===== src/rtl/coin_acceptor.sv =====
// Coin detector front end: synchronizes and debounces the two detector levels,
// buffers the resulting coin events and paces them out as one-cycle codes.

module coin_debounce #(
  parameter int DEBOUNCE_CYCLES = 4
) (
  input  logic clk,
  input  logic rst,
  input  logic raw,
  output logic ev
);
  typedef enum logic [1:0] {IDLE, ARM, HELD, REL} state_t;
  localparam logic [3:0] LAST = 4'(DEBOUNCE_CYCLES - 1);

  state_t     state, state_nxt;
  logic [3:0] cnt, cnt_nxt;
  logic       ev_nxt;
  logic       sync1, sync2;

  always_ff @(posedge clk or negedge rst) begin
    if (!rst) begin
      sync1 <= 1'b0;
      sync2 <= 1'b0;
      state <= IDLE;
      cnt   <= 4'd0;
      ev    <= 1'b0;
    end else begin
      sync1 <= raw;
      sync2 <= sync1;
      state <= state_nxt;
      cnt   <= cnt_nxt;
      ev    <= ev_nxt;
    end
  end

  // The event fires only on the ARM->HELD transition, so a held coin counts once.
  always_comb begin
    state_nxt = state;
    cnt_nxt   = cnt;
    ev_nxt    = 1'b0;
    case (state)
      IDLE: begin
        if (sync2) begin
          state_nxt = ARM;
          cnt_nxt   = 4'd1;
        end
      end
      ARM: begin
        if (!sync2) begin
          state_nxt = IDLE;
        end else if (cnt == LAST) begin
          state_nxt = HELD;
          ev_nxt    = 1'b1;
        end else begin
          cnt_nxt = cnt + 4'd1;
        end
      end
      HELD: begin
        if (!sync2) begin
          state_nxt = REL;
          cnt_nxt   = 4'd1;
        end
      end
      REL: begin
        if (sync2) begin
          state_nxt = HELD;
        end else if (cnt == LAST) begin
          state_nxt = IDLE;
        end else begin
          cnt_nxt = cnt + 4'd1;
        end
      end
      default: state_nxt = IDLE;
    endcase
  end
endmodule

module coin_acceptor #(
  parameter int DEBOUNCE_CYCLES = 4,
  parameter int FIFO_DEPTH      = 4
) (
  input  logic                        clk,
  input  logic                        rst,
  input  logic                        det5,
  input  logic                        det10,
  input  logic                        nw_pa,
  output logic [1:0]                  coin,
  output logic                        fifo_full,
  output logic                        reject,
  output logic [$clog2(FIFO_DEPTH):0] pending
);
  localparam int AW = $clog2(FIFO_DEPTH);
  localparam logic [AW:0] PTR_ONE = (AW + 1)'(1);

  logic          ev5, ev10;
  logic [AW:0]   wptr, rptr;
  logic [1:0]    mem [FIFO_DEPTH];
  logic          gap, empty, full, single, pop, push;

  coin_debounce #(.DEBOUNCE_CYCLES(DEBOUNCE_CYCLES)) u_db5 (
    .clk (clk),
    .rst (rst),
    .raw (det5),
    .ev  (ev5)
  );

  coin_debounce #(.DEBOUNCE_CYCLES(DEBOUNCE_CYCLES)) u_db10 (
    .clk (clk),
    .rst (rst),
    .raw (det10),
    .ev  (ev10)
  );

  assign empty     = (wptr == rptr);
  assign full      = (wptr[AW] != rptr[AW]) && (wptr[AW-1:0] == rptr[AW-1:0]);
  assign single    = ev5 ^ ev10;
  // The gap flag forces a 00 cycle after every code, covering the cycle
  // in which the controller raises nw_pa after a completing coin.
  assign pop       = !empty && !nw_pa && !gap;
  assign push      = single && (!full || pop);
  assign fifo_full = full;
  assign pending   = wptr - rptr;

  always_ff @(posedge clk) begin
    if (push) mem[wptr[AW-1:0]] <= ev10 ? 2'b10 : 2'b01;
  end

  always_ff @(posedge clk or negedge rst) begin
    if (!rst) begin
      wptr   <= '0;
      rptr   <= '0;
      coin   <= 2'b00;
      gap    <= 1'b0;
      reject <= 1'b0;
    end else begin
      if (push) wptr <= wptr + PTR_ONE;
      if (pop)  rptr <= rptr + PTR_ONE;
      coin   <= pop ? mem[rptr[AW-1:0]] : 2'b00;
      gap    <= pop;
      reject <= (ev5 && ev10) || (single && full && !pop);
    end
  end
endmodule


===== config.mk =====
export PLATFORM = sky130hd
export DESIGN_NAME = coin_acceptor
export DESIGN_NICKNAME = d
export VERILOG_FILES = /design/src/rtl/coin_acceptor.sv
export SDC_FILE = /design/constraint.sdc
export NUM_CORES = 1
export LEC_CHECK = 0
export CORE_ASPECT_RATIO = 0.8
export CORE_MARGIN = 1.5
export CORE_UTILIZATION = 41
export CTS_CLUSTER_DIAMETER = 100
export CTS_CLUSTER_SIZE = 28
export DETAILED_ROUTE_END_ITERATION = 6
export PLACE_DENSITY = 0.69
export SLEW_MARGIN = 20
export SYNTH_ARGS = -nofsm -noshare
export SYNTH_HDL_FRONTEND = slang
export SYNTH_SLANG_ARGS = --single-unit

===== constraint.sdc =====
create_clock -name clk -period 2.75 [get_ports clk]
set_input_delay 0.55 -clock clk [delete_from_list [all_inputs] [get_ports clk]]
set_output_delay 0.55 -clock clk [all_outputs]
set_load 0.03 [all_outputs]

-- Word-level counts from Yosys, hierarchy flattened
Memories as Yosys holds them, arrays and structs flattened.
Index checks and enable logic that the tools add are counted.
- add/subtract/negate cells: 5
- multiplexer cells: 36
- reductions and logical operators: 20
- equal/unequal tests: 23
- bitwise logic cells: 1
- operators with widths (kind ; number):
    $mux 4 ; 10
    $pmux 4 s4 ; 2
    $mux 2 ; 14
    $pmux 2 s4 ; 2
    $reduce_and 4->1 ; 4
    $add 4x1->4 const B ; 2
    $eq 2x2->1 const B ; 4
    $eq 4x2->1 const B ; 2
    $mux 1 ; 8
    $ne 2x1->1 const B ; 4
    $ne 2x2->1 const B ; 4
    $logic_and 1x1->1 ; 7
    $add 3x1->3 const B ; 2
    $ne 3x1->1 const B ; 2
    $ne 3x3->1 const B ; 2
    $logic_not 1->1 ; 5
    $eq 2x1->1 const B ; 2
    $logic_not 2->1 ; 2
    $eq 3x3->1 ; 1
    $sub 3x3->3 ; 1
    $eq 2x2->1 ; 1
    $logic_or 1x1->1 ; 2
    $ne 1x1->1 ; 1
    $xor 1x1->1 ; 1
- RAM bits: 8
- logic and storage cells: 101
- bits in registers: 28
- output and inout port bits: 7
- memories kept: 1
- memory list (name ; depth ; width ; read ports ; clocked after Yosys merged registers in ; write ports ; RTL line ; source):
    mem ; 4 ; 2 ; 1 ; 0 ; 1 ; 97 ; logic [1:0] mem [FIFO_DEPTH];

-- Depth between registers and ports, before layout
Gate-level depths: netlist (run 1).
- depth after elaboration: 8
- depth in mapped cells: 5

-- Cells and area by module
From an unflattened synthesis (run 1), not the netlist that was laid out.
- cells, all modules: 131
- area total of the unflattened synthesis: 1675.4 um2
- modules (own cells, without submodules) (module ; cells each ; area an instance (um2) ; times used ; sequential area each (um2)):
    coin_acceptor ; 59 ; 874.6 ; 1 ; 490.5
    coin_debounce ; 36 ; 400.4 ; 2 ; 225.2

-- Worst setup path before layout (run 1)
Ideal clock, no wire load.
- path type: reg-to-output
- from: register wptr[0]
- to: output port pending[2]
- arrival time: 1526 ps
- cell stages (with the launch flop): 5
- path buffers: 0
- slack: 674 ps
- data required time: 2200 ps
- cell sequence: dfrtp_1 -> inv_1 -> ha_1 -> fa_1 -> xor2_1
- word-level cells in the longest chain between the ends: 1
- RTL lines (what ; RTL line ; source):
    start: declaration ; 96 ; logic [AW:0] wptr, rptr;
    start signal: assignment ; 136 ; if (push) wptr <= wptr + PTR_ONE;
    $sub 3x3->3 ; 122 ; assign pending = wptr - rptr;
    end: declaration ; 90 ; output logic [$clog2(FIFO_DEPTH):0] pending
No other way between the ends.

-- Worst setup path in the final report (run 1)
- from: register wptr[0]
- to: output port fifo_full
- word-level cells in the longest chain between the ends: 2
- RTL lines (what ; RTL line ; source):
    $eq 2x2->1 ; 115 ; assign full = (wptr[AW] != rptr[AW]) && (wptr[AW-1:0] == rptr[AW-1:0]);
    $logic_and 1x1->1 ; 115 ;
    end: declaration ; 88 ; output logic fifo_full,
No other way between the ends.

==> results of run 1 <==
-- synth_stat cells, types with 3 or more instances --
master	number	area, µm²
sky130_fd_sc_hd__a21oi_1	3	15.0
sky130_fd_sc_hd__and2_1	5	31.3
sky130_fd_sc_hd__dfrtp_1	28	701
sky130_fd_sc_hd__edfxtp_1	8	240
sky130_fd_sc_hd__ha_1	10	125
sky130_fd_sc_hd__inv_1	11	41.3
sky130_fd_sc_hd__mux2_2	4	45.0
sky130_fd_sc_hd__nand2_1	8	30.0
sky130_fd_sc_hd__nand3_1	6	30.0
sky130_fd_sc_hd__nor3b_1	4	30.0
sky130_fd_sc_hd__xnor2_1	5	43.8
-- power groups by stage --
stage	clock network (W)	logic (W)	registers [W]
floorplan	0	0.000685	0.000815
global placement	0	0.000939	0.000829
detailed placement	0	0.000972	0.000843
CTS	0.000372	0.000963	0.000833
global route	0.000396	0.00105	0.000853
finish	0.000354	0.000945	0.000835
-- area by class of cell --
cell class | instances | area (µm²) | share of cell area
flip-flops and latches | 36 | 941 | 0.490
multi-input cells | 78 | 671 | 0.349
repair buffers | 12 | 119 | 0.0619
clock buffers | 7 | 76.3 | 0.0397
well taps | 55 | 68.8 | 0.0358
inverters | 11 | 41.3 | 0.0215
clock inverters | 1 | 3.75 | 0.00195
-- registers in the layout (all words and copies together), names as in the netlist, 2 cells and up, named ones only --
register,count
mem,8
u_db10.cnt,4
u_db5.cnt,4
rptr,3
wptr,3
coin,2
-- worst max path at each step --
| stage | cells past startpoint | end | slack, ns | start |
|---|---|---|---|---|
| after floorplan | 4 | pending[2] | 0.67 | wptr[0] |
| after global placement | 4 | pending[2] | 0.33 | rptr[0] |
| after detailed placement | 5 | pending[2] | 0.29 | wptr[0] |
| after CTS | 5 | pending[1] | 0.02 | wptr[0] |
| after global routing | 5 | fifo_full | 0.04 | rptr[1] |
| final | 5 | fifo_full | 0.16 | wptr[0] |
-- what timing repair did --
item	4_1_cts	5_1_grt
gates cloned	0	0
gates resized for setup	1	1
endpoints found under the hold margin	0	0
setup endpoints to repair	1	1
-- metrics by stage --
| step | hold WS [ns] | setup slack [ns] |
|---|---|---|
| after global placement | 0.332 | 0.329 |
| after CTS | 0.350 | 0.0231 |
| after floorplan | 0.254 | 0.674 |
| final | 0.354 | 0.163 |
| after detailed placement | 0.336 | 0.285 |
| after global routing | 0.359 | 0.0360 |
-- kinds of logic after synthesis --
logic type,share of synthesized area
flip-flops,0.567
AO/OA/AOI/OAI,0.0776
adder cells (fa/ha/maj),0.0874
buffers and inverters,0.0294
multiplexers,0.0543
XOR/XNOR,0.0467
AND/OR/NAND/NOR,0.138
-- routing by layer --
metal | track usage | wire [µm] | vias to the layer above
li1 | - | - | 489
met1 | 0.171 | 1240 | 497
met2 | 0.245 | 1360 | 16
met3 | 0.0556 | 120 | 7
met4 | 0.0741 | 56 | 0
met5 | 0 | 0 | -
==> results summary, run 1 <==
The number of remaining DRC errors came out at 0. Input and output buffers added on the ports amount to 11. The data arrival time of the worst path came out at slightly above 2 ns. At the pin with the least slew margin, the transition time is about 0.7 ns. The sequential element share of the synthesized area is 0.567. The number of antenna violations at the first check in global routing came out at 0. The flow ran to the end, and the final reports show no timing, DRC or antenna violations. For this design, the slowest cell found on the critical path is sky130_fd_sc_hd__clkdlybuf4s50_1. The cell family contributing the most delay on the critical path is buffers and inverters. Entering global routing, the biggest net connects 29 pins. The fraction of layout cells with a size suffix above 1 came out at 0.124. The net switching share of the total power came out at 0.403. The post-layout net count came out at 160. Of the total power, registers draw 0.391. Global routing finished with a remaining overflow of 0.

Counting flops and latches in the post-synthesis netlist gives 36. The length in cells of the worst reg-to-reg path is 5. The final standard cell utilization of the core is 0.502. The part of the cycle the worst path needs came out at 0.941.

For hold timing, the worst endpoint is u_db5.sync2. The clock group share of total power came out at 0.166. The share of synthesized registers carrying an async set or reset is 0.778. The initial core utilization is 0.434. The count of distinct cell types in the synthesized netlist is 33. Clock latency on the worst-skew pair, taken at its later pin, is slightly below 0.3 ns. The cell area power density came out at approximately 1100 mW/mm². The required arrival time at the worst endpoint came out at 2.20 ns. The highest ir drop seen on vdd is between 0.5 and 0.6 mV. Together, buffers and inverters on the worst path number 2. The overall die height came out at 59.9 µm.

The part of the total power dissipated in combinational logic is 0.443. The tool flagged a number of max-cap violations equal to 0. The design draws between 0.002 and 0.0025 W.

In the global route stage, overall resource usage came out at 0.149. Counting along the longest clock path gives a buffer depth of 2. The post-synthesis to final-layout area growth came out at 15.7%.

TritonCTS built the clock tree. In the routed layout, each cell is associated on average with a via count of slightly above 5. The final setup skew is 0.00762 ns. The endpoint of the worst register-to-register path is mem[0][1].

The post-route cell area is 0.00192 mm². The tightest min-delay check is of the flip-flop to flip-flop type. The post-CTS setup repair buffer count came out at 0. The worst hold path begins at u_db5.sync1. The yosys synthesis warning count came out at 0. The core outline area is between 0.003 and 0.004 mm². The filler cell count in the final layout came out at 350. Leaving out fill and tap cells, the most frequent cell in the layout is sky130_fd_sc_hd__dfrtp_1. The total count of hold-check failures in the final report came out at 0.

Leaving out fill and tap cells, the most frequent cells in the layout are sky130_fd_sc_hd__dfrtp_1, sky130_fd_sc_hd__inv_1, sky130_fd_sc_hd__ha_1, sky130_fd_sc_hd__clkdlybuf4s50_1. The number of flops mapped to enable cells by yosys is 8. The number of diodes added for antenna fixing is 0. The number of optimization iterations in the first detailed-route pass is 4. The number of non-filler instances in the completed layout came out at 200. The average cell area after synthesis is 13.1 µm². In this run the core area contains 20 standard-cell rows.

At the end of routability-driven placement, the weighted congestion stood at between 0.7 and 0.8. The placed cell area came out at 0.00184 mm². The number of clock sinks seen by CTS came out at 36. The type of origin of the critical path is a flip-flop. Traced cell by cell, the critical path runs through inv_1, ha_1, nand2_1, nor2b_1, clkdlybuf4s50_1. The commonest register cell after synthesis is sky130_fd_sc_hd__dfrtp_1. Setup repair after global routing left no endpoint under its margin. The peak per-stage delay on the critical path came out at 0.67 ns. The number of cells produced by synthesis came out at 127.

The count of endpoints failing setup in the final report is 0. The count of pins on the block boundary came out at 12. Hold repair after CTS inserted 0 buffers. The net switching power figure is 0.000859 W.

The minimum setup slack among reg-to-reg paths is 0.94 ns. The total via count after detailed routing is ~1000. The die covers 0.00444 mm².

The post-route antenna net violation count is 0. The first-pass GRT wire length is 4720 µm. The leakage power figure came out at 0.843 nW. In this run the clock root is driven by a sky130_fd_sc_hd__clkbuf_8. The clock slew seen by the registers of the worst setup and hold paths came out at 0.07 ns. The setup path with the least slack is of type flip-flop to output pin. The first routing iteration left 67 violations. The number of levels in the clock H-tree is 2. Counting I/O delays and the setup requirement, the final critical path takes about 2.6 ns. The origin of the critical flop-to-flop path is wptr[0]. The total routed wirelength came out at 2780 µm. The number of nets in the synthesized netlist came out at ~140.

After synthesis the cells add up to ~0.0017 mm². The final-report max-slew violation count is 0. Headroom to the max-slew limit came out at 0.534. The worst setup path is captured at an output pin. The routed wirelength normalized by instance count came out at around 14 µm. The largest fanout on the critical path came out at 4. The number of buffers created by CTS came out at 5. The number of global-route vias before repair was around 1000. The achievable frequency came out at 387 MHz.

In this run the horizontal extent of the chip is 74.1 µm. The worst hold path cell count is 0. The internal power contribution came out at 0.00127 W. The total negative slack for setup checks came out at 0 ns. The post-detailed-placement half-perimeter wirelength came out at between 1500 and 2000 µm. The number of cells in the design after placement came out at 192.
(Power assumes the default switching activity.)
==> run 2: changes to the inputs <==
==> constraint.sdc (replaced) <==
create_clock -name clk -period 3.1 [get_ports clk]
set_input_delay 0.62 -clock clk [delete_from_list [all_inputs] [get_ports clk]]
set_output_delay 0.62 -clock clk [all_outputs]
set_load 0.03 [all_outputs]
==> run 2 against run 1 <==
Net effect:
- critical path depth unchanged
- cell count unchanged
- largest power group unchanged
- design area hardly changed
- clock skew down 0.0031 ns
- flip-flop and latch count stayed put
- register-to-register slack better by 0.35 ns
- first-iteration DRC count is 18% lower
- worst hold slack better by 0.00092 ns
- non-clock buffer count unchanged
==> results summary, run 2 (synthesized netlist as in run 1, its figures left out) <==
The number of global-route vias before repair is 1022 (-1.8%). The number of levels in the clock H-tree is 2 (unchanged). The category of the most critical setup path is flip-flop to output pin. The number of design-rule violations left by the first detailed-router iteration is 55 (-18%). The number of standard-cell rows in the floorplan came out at 20 (unchanged). The data arrival time of the worst path came out at 2.23 ns (+0.19 ns). The post-detailed-placement half-perimeter wirelength is 1900 µm (-0.26%).

The total power after layout is 0.00191 W (-10%). The combined buffer and inverter count along the critical path came to 2 (unchanged). The initial core utilization came out at 0.434 (unchanged). The total negative slack for setup checks is 0 ns (unchanged).

The number of clock sinks seen by CTS came to 36 (unchanged). The total count of hold-check failures in the final report is 0 (unchanged). The part of the cycle the worst path needs is 0.920.

The number of buffers on the longest clock path is 2 (unchanged). The placed cell area was 0.00184 mm² (unchanged). TritonCTS built the clock tree.

The library cell used most frequently in the layout, excluding fill and tap cells, is sky130_fd_sc_hd__dfrtp_1. The library cells used most frequently in the layout, excluding fill and tap cells, are sky130_fd_sc_hd__dfrtp_1, sky130_fd_sc_hd__inv_1, sky130_fd_sc_hd__clkdlybuf4s50_1, sky130_fd_sc_hd__ha_1. The global-route usage over all layers is 0.148 (-0.00140). The worst hold path startpoint is u_db5.sync1. The minimum setup slack among reg-to-reg paths is 1.29 ns (+0.35 ns). The flip-flop count of the largest register after layout came out at 8 (unchanged). The highest ir drop seen on vdd came out at 0.526 mV (-12%). The achievable frequency came out at 351 MHz. The run finished with clean final reports. The post-layout net count came out at 160 (unchanged). The largest net degree at the start of global routing came out at 29 (unchanged). The die area came out at 0.00444 mm² (unchanged). The filler cell count in the final layout came out at 344 (-1.7%). The post-cts sizing count is 0 (-1).

The fraction of layout cells with a size suffix above 1 came to 0.124 (unchanged). The overall die height is 59.9 µm (unchanged). The normalized max-slew margin came out at 0.543 (+0.00891). The number of diodes added for antenna fixing came out at 0 (unchanged). The largest fanout on the critical path came out at 4 (unchanged). The total of max-cap violations is 0 (unchanged). Following the worst setup path forward leads to its endpoint at pending[2]. The total of buffers placed on input and output ports was 11 (unchanged).

The cell area power density is 996 mW/mm² (-10%). The placer congestion estimate is 0.762 (about the same). The routed wirelength normalized by instance count came out at 13.6 µm (-1.7%). The via density per instance came out at 5.03 (-0.40%). The number of hold buffers added after cts is 0 (unchanged). The final setup skew came out at 0.00451 ns (-0.00312 ns). The die outline width came out at 74.1 µm (unchanged).

The number of buffers created by CTS is 5 (unchanged). In this run the clock root is driven by a sky130_fd_sc_hd__clkbuf_8. The count of endpoints failing setup in the final report is 0 (unchanged). The post-CTS setup repair buffer count came out at 0 (unchanged). The total routed wirelength came out at 2730 µm (-1.7%). The post-route cell area came out at 0.00192 mm² (about the same). The worst hold path belongs to the class flip-flop to flip-flop. The count of pins on the block boundary is 12 (unchanged). The number of optimization iterations in the first detailed-route pass came out at 4 (unchanged). The final critical path time including I/O delays and setup came out at ~2.9 ns.

The clock slew seen by the registers of the worst setup and hold paths is 0.07 ns (about the same). Walking the worst path, the cells encountered are inv_1, ha_1, fa_1, xor2_1, clkdlybuf4s50_1. The worst setup path is captured at an output pin. The first-pass GRT wire length is 4660 µm (-1.2%). The worst register-to-register path begins at wptr[0]. The cell family with the largest share of critical-path delay is buffers and inverters.

The worst register-to-register path ends at mem[0][1]. The final-report max-slew violation count was 0 (unchanged). The critical path starts at wptr[0].

The path length in cells of the critical path is 5 (unchanged). The type of origin of the critical path is a flip-flop. Setup repair after global routing left no endpoint under its margin. The core outline area came to 0.00383 mm² (unchanged). The leakage power figure came out at 0.832 nW (-1.2%). The overall overflow remaining after global route is 0 (unchanged).

The number of remaining DRC errors came out at 0 (unchanged). The required arrival time at the worst endpoint came out at 2.48 ns (+0.28 ns). The length in cells of the worst reg-to-reg path is 5 (unchanged). The library cell contributing the largest single delay on the critical path is sky130_fd_sc_hd__clkdlybuf4s50_1.

The peak per-stage delay on the critical path came to 0.68 ns (about the same). The number of antenna violations at the first check in global routing is 0 (unchanged). The post-route antenna net violation count came out at 0 (unchanged). The total via count after detailed routing is 1005 (-0.40%). The post-synthesis to final-layout area growth is 15.6% (about the same). The actual transition at the worst max-transition pin came out at 0.681 ns (-0.0133 ns).

The later-pin clock latency in the skew report came out at 0.28 ns (about the same).
-- run 2: cell types whose count changed in the layout (fill, tap and decap cells not counted), sizes merged --
cell | before | now
clkdlybuf4s50 | 9 | 11
dlygate4sd2 | 1 | 0
dlymetal6s2s | 1 | 0
-- run 2: final cells by class --
cell class | instances | area, µm² | area share
Multi-Input combinational cell | 78 | 671 | 0.349
Timing Repair Buffer | 12 | 118 | 0.0613
Tap cell | 55 | 68.8 | 0.0359
Clock inverter | 1 | 3.75 | 0.00196
Sequential cell | 36 | 941 | 0.490
Inverter | 11 | 41.3 | 0.0215
Clock buffer | 7 | 76.3 | 0.0398
-- run 2: worst min path at each step --
| stage | end | cells past startpoint | slack (ns) |
|---|---|---|---|
| floorplan | asynchronous set/reset pin | 0 | 0.32 |
| global placement | u_db5.sync2 | 0 | 0.33 |
| detailed placement | u_db5.sync2 | 0 | 0.34 |
| CTS | u_db5.sync2 | 0 | 0.35 |
| global route | u_db5.sync2 | 0 | 0.36 |
| finish | u_db5.sync2 | 0 | 0.35 |
-- run 2: layer usage --
metal  track usage  share of wire
met1         0.168           0.45
met2         0.241           0.50
met5             0              0
met3        0.0607          0.043
met4        0.0714         0.0088
-- run 2: power by group --
part           total (W)  internal, W  switching (W)
clock network   0.000313     0.000156       0.000156
registers       0.000740     0.000605       0.000134
logic           0.000860     0.000389       0.000472
-- run 2: per-stage QoR --
step                setup slack, ns  instances  utilization  hold WS [ns]
finish                        0.247        200        0.501         0.355
global route                  0.135        200        0.501         0.359
CTS                           0.236        200        0.501         0.350
detailed placement            0.558        192        0.480         0.336
global placement              0.609        192        0.480         0.332
floorplan                     0.954        127            -         0.324
==> run 3: changes to the inputs <==
--- a/config.mk
+++ b/config.mk
@@ -15,4 +15,5 @@
 export SLEW_MARGIN = 20
 export SYNTH_ARGS = -nofsm -noshare
 export SYNTH_HDL_FRONTEND = slang
+export SYNTH_HIERARCHICAL = 1
 export SYNTH_SLANG_ARGS = --single-unit
==> run 3 against run 2 <==
Net effect:
- critical path depth unchanged
- flip-flop and latch count stayed put
- synthesized area grew 0.90%
- clock power is 11% higher
- synthesized cell count rose by 3.1%
- worst setup slack gained 0.010 ns
- first-iteration DRC count rose by 16%
- global-route usage rose by 0.33 points
- register-to-register slack improved by 0.02 ns
- die area increased by 0.87%
- non-clock buffer count unchanged
- cell count up 2.0%
- largest cell class unchanged
==> results summary, run 3 <==
The total count of hold-check failures in the final report is 0 (unchanged). The core outline area is 0.00385 mm² (+0.65%). The post-layout net count came to 164 (+2.5%). The library cells used most frequently in the layout, excluding fill and tap cells, are sky130_fd_sc_hd__dfrtp_1, sky130_fd_sc_hd__nand2_1, sky130_fd_sc_hd__inv_1, sky130_fd_sc_hd__clkdlybuf4s50_1.

The post-synthesis cell area came out at 0.00168 mm² (+0.90%). The highest ir drop seen on vdd came to 0.584 mV (+11%). The achievable frequency came out at 352 MHz (+0.36%). The post-route antenna net violation count came out at 0 (unchanged). The yosys synthesis warning count is 6 (+6). The number of clock sinks seen by CTS came out at 36 (unchanged).

Setup repair after global routing left no endpoint under its margin. The number of nets in the synthesized netlist is 147 (+2.8%). The actual transition at the worst max-transition pin is 0.661 ns (-0.0203 ns). Ranked by total cell area, the synthesized netlist is headed by sky130_fd_sc_hd__dfrtp_1, sky130_fd_sc_hd__edfxtp_1, sky130_fd_sc_hd__ha_1, sky130_fd_sc_hd__nand3_1, sky130_fd_sc_hd__mux4_2. The share of synthesized registers carrying an async set or reset came out at 0.778 (unchanged). The average cell area after synthesis is 12.8 µm² (-2.2%). The overall overflow remaining after global route came out at 0 (unchanged).

Among all flip-flop cells after synthesis, the most frequent one is sky130_fd_sc_hd__dfrtp_1. The total routed wirelength was 2690 µm (-1.3%). The run finished with clean final reports. The number of cells in the design after placement came out at 196 (+2.1%). The required arrival time at the worst endpoint came out at 2.48 ns (about the same). The clock slew seen by the registers of the worst setup and hold paths is 0.07 ns (about the same). The total via count after detailed routing was 1022 (+1.7%). The combined buffer and inverter count along the critical path is 2 (unchanged). The initial core utilization is 0.435 (+0.00108). The count of distinct cell types in the synthesized netlist is 34 (+3.0%). The number of diodes added for antenna fixing was 0 (unchanged). The number of non-filler instances in the completed layout is 204 (+2.0%). The number of design-rule violations left by the first detailed-router iteration came out at 64 (+16%).

The cell area power density is 1000 mW/mm² (+0.54%). Yosys instantiated no cell more often than sky130_fd_sc_hd__dfrtp_1. The normalized max-slew margin is 0.556 (+0.0137).

The number of antenna violations at the first check in global routing is 0 (unchanged). The worst hold-check path type is flip-flop to flip-flop. The post-cts sizing count came out at 0 (unchanged). The die area is 0.00448 mm² (+0.87%). The area share of the largest cell type after synthesis was 0.418 (-0.00378). The final-report max-slew violation count is 0 (unchanged). The largest fanout on the critical path came out at 4 (unchanged). The number of buffers on the longest clock path came out at 2 (unchanged).

The fraction of layout cells with a size suffix above 1 was 0.161 (+0.0369). The number of levels in the clock H-tree is 2 (unchanged). The count of pins on the block boundary came out at 12 (unchanged). The cell family contributing the most delay on the critical path is buffers and inverters. The first-pass GRT wire length came out at 4790 µm (+2.7%).

The post-synthesis to final-layout area growth came out at 16.1%. The count of endpoints failing setup in the final report is 0 (unchanged). The placer congestion estimate is 0.793 (+4.0%).

TritonCTS built the clock tree. The type of element capturing the critical path is an output pin. The library cell used most frequently in the layout, excluding fill and tap cells, is sky130_fd_sc_hd__dfrtp_1. The largest net degree at the start of global routing was 29 (unchanged).

The leakage power figure came out at 0.846 nW (+1.7%). The number of cells produced by synthesis came to 131 (+3.1%). The total negative slack for setup checks came out at 0 ns (unchanged). The die outline width is 74.5 µm (+0.44%). The number of hold buffers added after cts came to 0 (unchanged). The number of global-route vias before repair came to 1039 (+1.7%).

By count the netlist is led by sky130_fd_sc_hd__dfrtp_1, sky130_fd_sc_hd__nand2_1, sky130_fd_sc_hd__inv_1, sky130_fd_sc_hd__ha_1, sky130_fd_sc_hd__nand3_1. The number of flops mapped to enable cells by yosys came out at 8 (unchanged). The via density per instance is 5.01 (-0.30%).

The tree is rooted in a sky130_fd_sc_hd__clkbuf_8. The peak per-stage delay on the critical path came out at 0.68 ns (about the same). The part of the cycle the worst path needs is 0.917 (-0.00327).

The later-pin clock latency in the skew report is 0.29 ns (about the same). The flop and latch count out of synthesis came out at 36 (unchanged). The number of buffers created by CTS is 5 (unchanged). The number of remaining DRC errors is 0 (unchanged). The number of standard-cell rows in the floorplan is 20 (unchanged). The overall die height came to 60.2 µm (+0.43%). The biggest area contributor in the post-synthesis netlist is sky130_fd_sc_hd__dfrtp_1. The post-detailed-placement half-perimeter wirelength was 1890 µm (-0.35%). The total of buffers placed on input and output ports came out at 11 (unchanged).

The critical path goes through inv_1, ha_1, fa_1, xor2_1, clkdlybuf4s50_1. The worst setup path is of the flip-flop to output pin kind. The type of origin of the critical path is a flip-flop. The post-CTS setup repair buffer count is 0 (unchanged). The final setup skew is 0.00676 ns (+0.00226 ns).

The data arrival time of the worst path is 2.22 ns (about the same). The largest individual stage delay along the critical path comes from the cell sky130_fd_sc_hd__clkdlybuf4s50_1. The routed wirelength normalized by instance count was 13.2 µm (-3.2%). The final critical path time including I/O delays and setup is 2.84 ns (-0.0101 ns). The flip-flop count of the largest register after layout came out at 8 (unchanged). The global-route usage over all layers came to 0.151 (+0.00333).

The total of max-cap violations came out at 0 (unchanged). The sequential element share of the synthesized area is 0.562 (-0.00508). The number of optimization iterations in the first detailed-route pass came out at 4 (unchanged).
## run 3: final cells by class
class / instances / area, µm²
Fill cell: 363 / 1910
Inverter: 11 / 41.3
Tap cell: 55 / 68.8
Multi-Input combinational cell: 82 / 683
Clock inverter: 1 / 7.51
Timing Repair Buffer: 12 / 118
Sequential cell: 36 / 941
Clock buffer: 7 / 86.3
## run 3: cell families (layout without fill, tap and decap cells)
logic type               count (synthesis)  in the layout  synth area share
AO/OA/AOI/OAI                           14             14            0.0665
XOR/XNOR                                 8              8            0.0463
adder cells (fa/ha/maj)                 11             11            0.0866
buffers and inverters                   13             31            0.0306
flip-flops                              36             36             0.562
multiplexers                             6              6            0.0583
AND/OR/NAND/NOR                         43             43             0.150
## run 3: path summary, 6_finish.rpt
| kind | to | start | slack [ns] | cells past startpoint |
|---|---|---|---|---|
| worst min register to register | u_db10/sync2 | u_db10/sync1 | 0.35 | 0 |
| worst max register to register | mem[1][0] | rptr[1] | 1.31 | 5 |
| worst max-delay path | pending[2] | wptr[0] | 0.26 | 5 |
| min in group asynchronous | rptr[0] | rst | 0.71 | 2 |
| worst min-delay path | u_db10/sync2 | u_db10/sync1 | 0.35 | 0 |
| max in group asynchronous | wptr[0] | rst | 2.13 | 2 |
## run 3: per-stage QoR
| step | worst slack [ns] | utilization | total power (W) | cell area, µm² | hold slack (ns) |
|---|---|---|---|---|---|
| floorplan | 0.954 | - | 0.00135 | 1680 | 0.324 |
| finish | 0.258 | 0.505 | 0.00195 | 1950 | 0.349 |
| CTS | 0.253 | 0.505 | 0.00197 | 1950 | 0.355 |
| global placement | 0.609 | 0.481 | 0.00158 | 1850 | 0.331 |
| detailed placement | 0.564 | 0.481 | 0.00162 | 1850 | 0.338 |
| global route | 0.150 | 0.505 | 0.00211 | 1950 | 0.373 |
## run 3: routing by layer
layer  vias to the layer above  global-route usage  share of wire
met5                         -                   0              0
met4                         0              0.0623         0.0097
met3                         6              0.0658          0.031
met2                        19               0.235           0.47
met1                       502               0.185           0.48
li1                        495                   -              -
## run 3: where the power goes
part | switching [W] | leakage [nW] | internal [W]
clock | 0.000165 | 0.0445 | 0.000180
combinational | 0.000470 | 0.385 | 0.000392
sequential | 0.000136 | 0.417 | 0.000605
total | 0.000772 | 0.846 | 0.00118
